## src/rtl/sound_i2s_tx.sv

```systemverilog
// -----------------------------------------------------------------------------
// sound_i2s_tx
//
// Serialises the stereo mixer output into a Philips I2S stream for an
// external audio DAC. bclk and lrck are derived from clk by a simple divider.
// Both channel words are latched together at each frame boundary, so the left
// and right halves of a frame always come from the same clk cycle.
//
// Ports:
//   clk         system clock
//   rst         synchronous, active-high reset
//   left        left sample, sampled only at frame start
//   right       right sample, sampled only at frame start
//   en          0 = mute (zeros latched instead of samples), clocks keep running
//   bclk        I2S bit clock (50% duty, BCLK_DIV clk per half-period)
//   lrck        word select, 0 = left slot, 1 = right slot
//   sdata       serial data, MSB first, changes with bclk falling
//   sample_req  one-clk pulse in the cycle the samples were latched
// -----------------------------------------------------------------------------
module sound_i2s_tx #(
  parameter int BCLK_DIV  = 2,
  parameter int SLOT_BITS = 32,
  parameter int DATA_BITS = 20
) (
  input  logic                 clk,
  input  logic                 rst,
  input  logic [DATA_BITS-1:0] left,
  input  logic [DATA_BITS-1:0] right,
  input  logic                 en,
  output logic                 bclk,
  output logic                 lrck,
  output logic                 sdata,
  output logic                 sample_req
);

  localparam int DIV_W = (BCLK_DIV > 1) ? $clog2(BCLK_DIV) : 1;
  localparam int POS_W = $clog2(2 * SLOT_BITS);
  localparam int IDX_W = (DATA_BITS > 1) ? $clog2(DATA_BITS) : 1;

  localparam logic [DIV_W-1:0] DIV_LAST = DIV_W'(BCLK_DIV - 1);
  localparam logic [POS_W-1:0] POS_LAST = POS_W'(2 * SLOT_BITS - 1);
  localparam logic [POS_W-1:0] SLOT_N   = POS_W'(SLOT_BITS);
  localparam logic [POS_W-1:0] DATA_N   = POS_W'(DATA_BITS);

  logic [DIV_W-1:0]     div_cnt_q;
  logic                 bclk_q;
  logic                 lrck_q;
  logic                 sdata_q;
  logic                 sample_req_q;
  logic [POS_W-1:0]     pos_q;
  logic [DATA_BITS-1:0] hold_l_q;
  logic [DATA_BITS-1:0] hold_r_q;

  logic                 div_tc;
  logic                 fall_evt;
  logic [POS_W-1:0]     pos_d;
  logic                 lrck_d;
  logic [POS_W-1:0]     slot_k;
  logic [IDX_W-1:0]     bit_idx;
  logic [DATA_BITS-1:0] word_sel;
  logic                 sdata_d;

  // Divider terminal count; a toggle while bclk is high is a falling edge,
  // which is the only edge that moves the frame position.
  assign div_tc   = (div_cnt_q == DIV_LAST);
  assign fall_evt = div_tc && bclk_q;

  // Next frame position and the outputs it implies. Everything here is
  // computed from the position we are about to enter, so the registered
  // outputs line up with pos_q after the fall edge.
  always_comb begin
    pos_d    = (pos_q == POS_LAST) ? '0 : pos_q + POS_W'(1);
    lrck_d   = (pos_d >= SLOT_N);
    slot_k   = lrck_d ? (pos_d - SLOT_N) : pos_d;
    word_sel = lrck_d ? hold_r_q : hold_l_q;
    // Bit 1 of the slot carries the MSB; bit 0 is the one-bit I2S delay.
    bit_idx  = IDX_W'(DATA_N - slot_k);
    sdata_d  = 1'b0;
    if ((slot_k != '0) && (slot_k <= DATA_N)) begin
      sdata_d = word_sel[bit_idx];
    end
  end

  always_ff @(posedge clk) begin
    if (rst) begin
      div_cnt_q    <= '0;
      bclk_q       <= 1'b0;
      lrck_q       <= 1'b0;
      sdata_q      <= 1'b0;
      sample_req_q <= 1'b0;
      // Parked on the last position so the first fall wraps to 0 and the
      // first frame starts immediately.
      pos_q        <= POS_LAST;
      hold_l_q     <= '0;
      hold_r_q     <= '0;
    end else begin
      div_cnt_q    <= div_tc ? '0 : div_cnt_q + DIV_W'(1);
      sample_req_q <= 1'b0;
      if (div_tc) begin
        bclk_q <= ~bclk_q;
      end
      if (fall_evt) begin
        pos_q   <= pos_d;
        lrck_q  <= lrck_d;
        sdata_q <= sdata_d;
        // Frame boundary: latch both words together. sdata on this edge is
        // the delay bit (always 0), so the fresh hold values are first used
        // on the following fall and no bypass path is needed.
        if (pos_d == '0) begin
          hold_l_q     <= en ? left  : '0;
          hold_r_q     <= en ? right : '0;
          sample_req_q <= 1'b1;
        end
      end
    end
  end

  assign bclk       = bclk_q;
  assign lrck       = lrck_q;
  assign sdata      = sdata_q;
  assign sample_req = sample_req_q;

endmodule

```

## config.mk

```make
export PLATFORM = sky130hd
export DESIGN_NAME = sound_i2s_tx
export DESIGN_NICKNAME = d
export VERILOG_FILES = /design/src/rtl/sound_i2s_tx.sv
export SDC_FILE = /design/constraint.sdc
export NUM_CORES = 1
export LEC_CHECK = 0
export CORE_MARGIN = 3
export CORE_UTILIZATION = 40
export DETAILED_ROUTE_END_ITERATION = 16
export GPL_ROUTABILITY_DRIVEN = 0
export GPL_TIMING_DRIVEN = 0
export MAX_ROUTING_LAYER = met4
export PLACE_DENSITY_LB_ADDON = 0.2
export RECOVER_POWER = 25
export SETUP_SLACK_MARGIN = 0.1
export SYNTH_ARGS = -nofsm -noshare
export SYNTH_HDL_FRONTEND = slang
export SYNTH_SLANG_ARGS = --single-unit
```

## constraint.sdc

```tcl
create_clock -name clk -period 2.94 [get_ports clk]
set_input_delay 0.735 -clock clk [delete_from_list [all_inputs] [get_ports clk]]
set_output_delay 0.735 -clock clk [all_outputs]
set_load 0.1 [all_outputs]
```

==> results.sh <==
export IMPL_worst_pin_slew_ns=0.965
export IMPL_syn_nets=287
export IMPL_dpl_instance_area_um2=2840
export IMPL_synth_yosys_seq_area_share_pct=44.4
export IMPL_dieArea_um2=6690
export IMPL_clockRootBuffer="clkbuf_8"
export IMPL_grt_max_degree=16
export IMPL_worstSetupStartpoint="bclk"
export IMPL_path_delay_family="buffers and inverters"
export IMPL_slowest_stage="clkdlybuf4s50_1"
export IMPL_yosysTopAreaCellShare_pct=44.4
export IMPL_drc_errors=0
export IMPL_synthesis_area_um2=2300
export IMPL_antenna_found_initial=0
export IMPL_cap_viol_max_count=0
export IMPL_hold_slack_ns=0.462
export IMPL_grt_first_pass_wirelength_um=9310
export IMPL_critPathBufInv=1
export IMPL_cts_buffers=5
export IMPL_final_area_um2=2930
export IMPL_worstPathArrival_ns=1.88
export IMPL_hold_start="hold_l_q[19]"
export IMPL_total_power_mw=1.39
export IMPL_area_growth_pct=27.4
export IMPL_crit_chain="clkdlybuf4s50_1"
export IMPL_syn_avg_cell_area_um2=9.46
export IMPL_slew_headroom_pct=35.4
export IMPL_cts_path_max_buffers=2
export IMPL_diodes=0
export IMPL_h_tree_depth=2
export IMPL_fin_nets=339
export IMPL_io_buffer_count=45
export IMPL_end_kind="output port"
export IMPL_coreArea_um2=5340
export IMPL_yosys_warnings=0
export IMPL_die_h_um=81.8
export IMPL_clk_transition_reported_paths_ns=0.09
export IMPL_maxSlewViolCount=0
export IMPL_post_place_ws_ns=0.214
export IMPL_drtAntennaViolNets=0
export IMPL_ys_ff_latch=51
export IMPL_p_leak_nw=1.09
export IMPL_required_ns=2.20
export IMPL_cts_tree="done"
export IMPL_grt_overflow_total=0
export IMPL_setup_viol=0
export IMPL_hold_path_class="reg -> reg"
export IMPL_cts_setup_buffers=0
export IMPL_timing_rr_start="pos_q[0]"
export IMPL_synthCells=243
export IMPL_num_io_pins=47
export IMPL_drtPass1Iterations=4
export IMPL_finalWirelength_um=5680
export IMPL_skew_ns=0.0110
export IMPL_setup_slack_ns=0.322
export IMPL_fmax_mhz=382
export IMPL_cts_sinks=51
export IMPL_hpwl_um=4180
export IMPL_clk_insertion_delay_late_ns=0.30
export IMPL_hold_viol_final=0
export IMPL_synthTopCellsByArea="dfxtp_1 44%, a22o_1 12%, a21oi_1 3.5%"
export IMPL_std_cell_rows=26
export IMPL_cellPowerDensity_nw_per_um2=474
export IMPL_crit_fanout=5
export IMPL_vias_per_cell=5.61
export IMPL_dr_total_vias=2054
export IMPL_path_class="reg -> out"
export IMPL_grtUsageTotal_pct=18.2
export IMPL_max_stage_delay_ns=1.16
export IMPL_start_kind="register"
export IMPL_drtIter0Drc=145
export IMPL_status="finished, final reports clean"
export IMPL_first_global_vias=1913
export IMPL_rsz0062_at_grt="no"
export IMPL_start_util_pct=43.1
export IMPL_setup_tns_ns=0
export IMPL_min_period_over_period_pct=89.1
export IMPL_ir_drop_mv=0.215
export IMPL_die_w_um=81.8
export IMPL_yosysUniqueCellTypes=49
export IMPL_drive_gt1_share_pct=10.8
export IMPL_yosysTopAreaCell="dfxtp_1"
export IMPL_wl_per_cell_um=15.5
export IMPL_fin_crit_ns=2.62
[Yosys cell counts (all sizes together)]
| library cell | number |
|---|---|
| a2bb2oi | 1 |
| mux2i | 6 |
| dfxtp | 51 |
| clkbuf | 9 |
| nor3b | 1 |
| nand2 | 23 |
| buf | 11 |
| inv | 2 |
| a21oi | 16 |
| a211oi | 10 |
| a21o | 2 |
| a2111oi | 4 |
| a31oi | 2 |
| nor2b | 1 |
| nor3 | 6 |
| o21ai | 3 |
| nand3b | 2 |
| nor4 | 1 |
| xnor2 | 2 |
| a211o | 4 |
| and3 | 2 |
| a221oi | 1 |
| o21bai | 2 |
| a21boi | 5 |
| nand3 | 12 |
| nand4 | 2 |
| mux2 | 3 |
| a31o | 1 |
| nor2 | 13 |
| a22o | 32 |
| nor4b | 1 |
| and2 | 2 |
| ha | 1 |
| xor2 | 2 |
| o31ai | 2 |
| or3 | 1 |
| a41oi | 2 |
| o211ai | 2 |
[placed cells by master, fill, tap and decap left out, types with 3 or more instances in the layout]
cell type        count
a22o_1              32
clkbuf_8             5
mux2_2               3
a21oi_1             16
a211o_1              3
nand3_1             11
nor3_1               6
a211oi_1             9
dfxtp_1             50
a21boi_0             3
nor2_1              13
clkinv_2             3
o21ai_0              3
clkdlybuf4s50_1     44
clkbuf_1            10
nand2_1             21
a2111oi_0            4
buf_2                7
mux2i_1              6
[registers in the layout, summed over array words and instances, names as in the netlist]
register and count:
pos_q 6, sdata 1, lrck 1, hold_r_q 20
bclk 1, hold_l_q 20, sample_req 1, div_cnt_q 1
[tightest hold or removal path, stage by stage (launching register included)]
cell and delay (ns):
dfxtp_1 0.32, nand2_1 0.05, a21oi_1 0.05
[path summary, 6_finish.rpt]
path	end	slack [ns]	cells after the start
max	bclk	0.32	1
min	hold_l_q[19]	0.46	2
max reg2reg	sdata	0.39	9
min reg2reg	hold_l_q[19]	0.46	2
[report_power, final]
| group | switching [mW] | internal (mW) | leakage, nW |
|---|---|---|---|
| combinational | 0.146 | 0.124 | 0.632 |
| sequential | 0.0153 | 0.708 | 0.412 |
| clock | 0.229 | 0.163 | 0.0477 |
[per-layer routing]
metal,global-route usage [%],wire length [um],vias to the layer above
li1,-,-,1019
met1,24.6,2810,963
met2,27.4,2470,60
met3,3.40,298,12
met4,6.15,95,0
met5,-,0,-
[metrics by stage]
step / cells / utilization (%)
2_1_floorplan: 243 / -
5_1_grt: 366 / 54.9
6_report: 366 / 54.9
4_1_cts: 366 / 54.7
3_5_place_dp: 358 / 53.2
3_3_place_gp: 358 / 53.2
[cells by family after synthesis]
| logic type | count (synthesis) | share of synthesized area [%] |
|---|---|---|
| xor gates and xnor gates | 4 | 1.52 |
| buffers and inverters | 22 | 4.79 |
| AOI/OAI and AO/OA | 89 | 30.5 |
| adders and majority gates | 1 | 0.544 |
| muxes | 9 | 4.08 |
| and+or+nand+nor | 67 | 14.2 |
| DFF | 51 | 44.4 |
[final cells by class]
cell class,instances,area (um^2)
Sequential cell,51,1020
Clock buffer,5,68.8
Fill cell,516,2410
Buffer,20,103
Inverter,2,7.51
Tap cell,70,87.6
Multi-Input combinational cell,170,1170
Clock inverter,3,15.0
Timing Repair Buffer,45,450
[timing repair]
action,in CTS,in global routing
hold buffers,0,0
endpoints found under the setup margin,0,1
gates resized for setup,0,2
(Power assumes the default switching activity.)
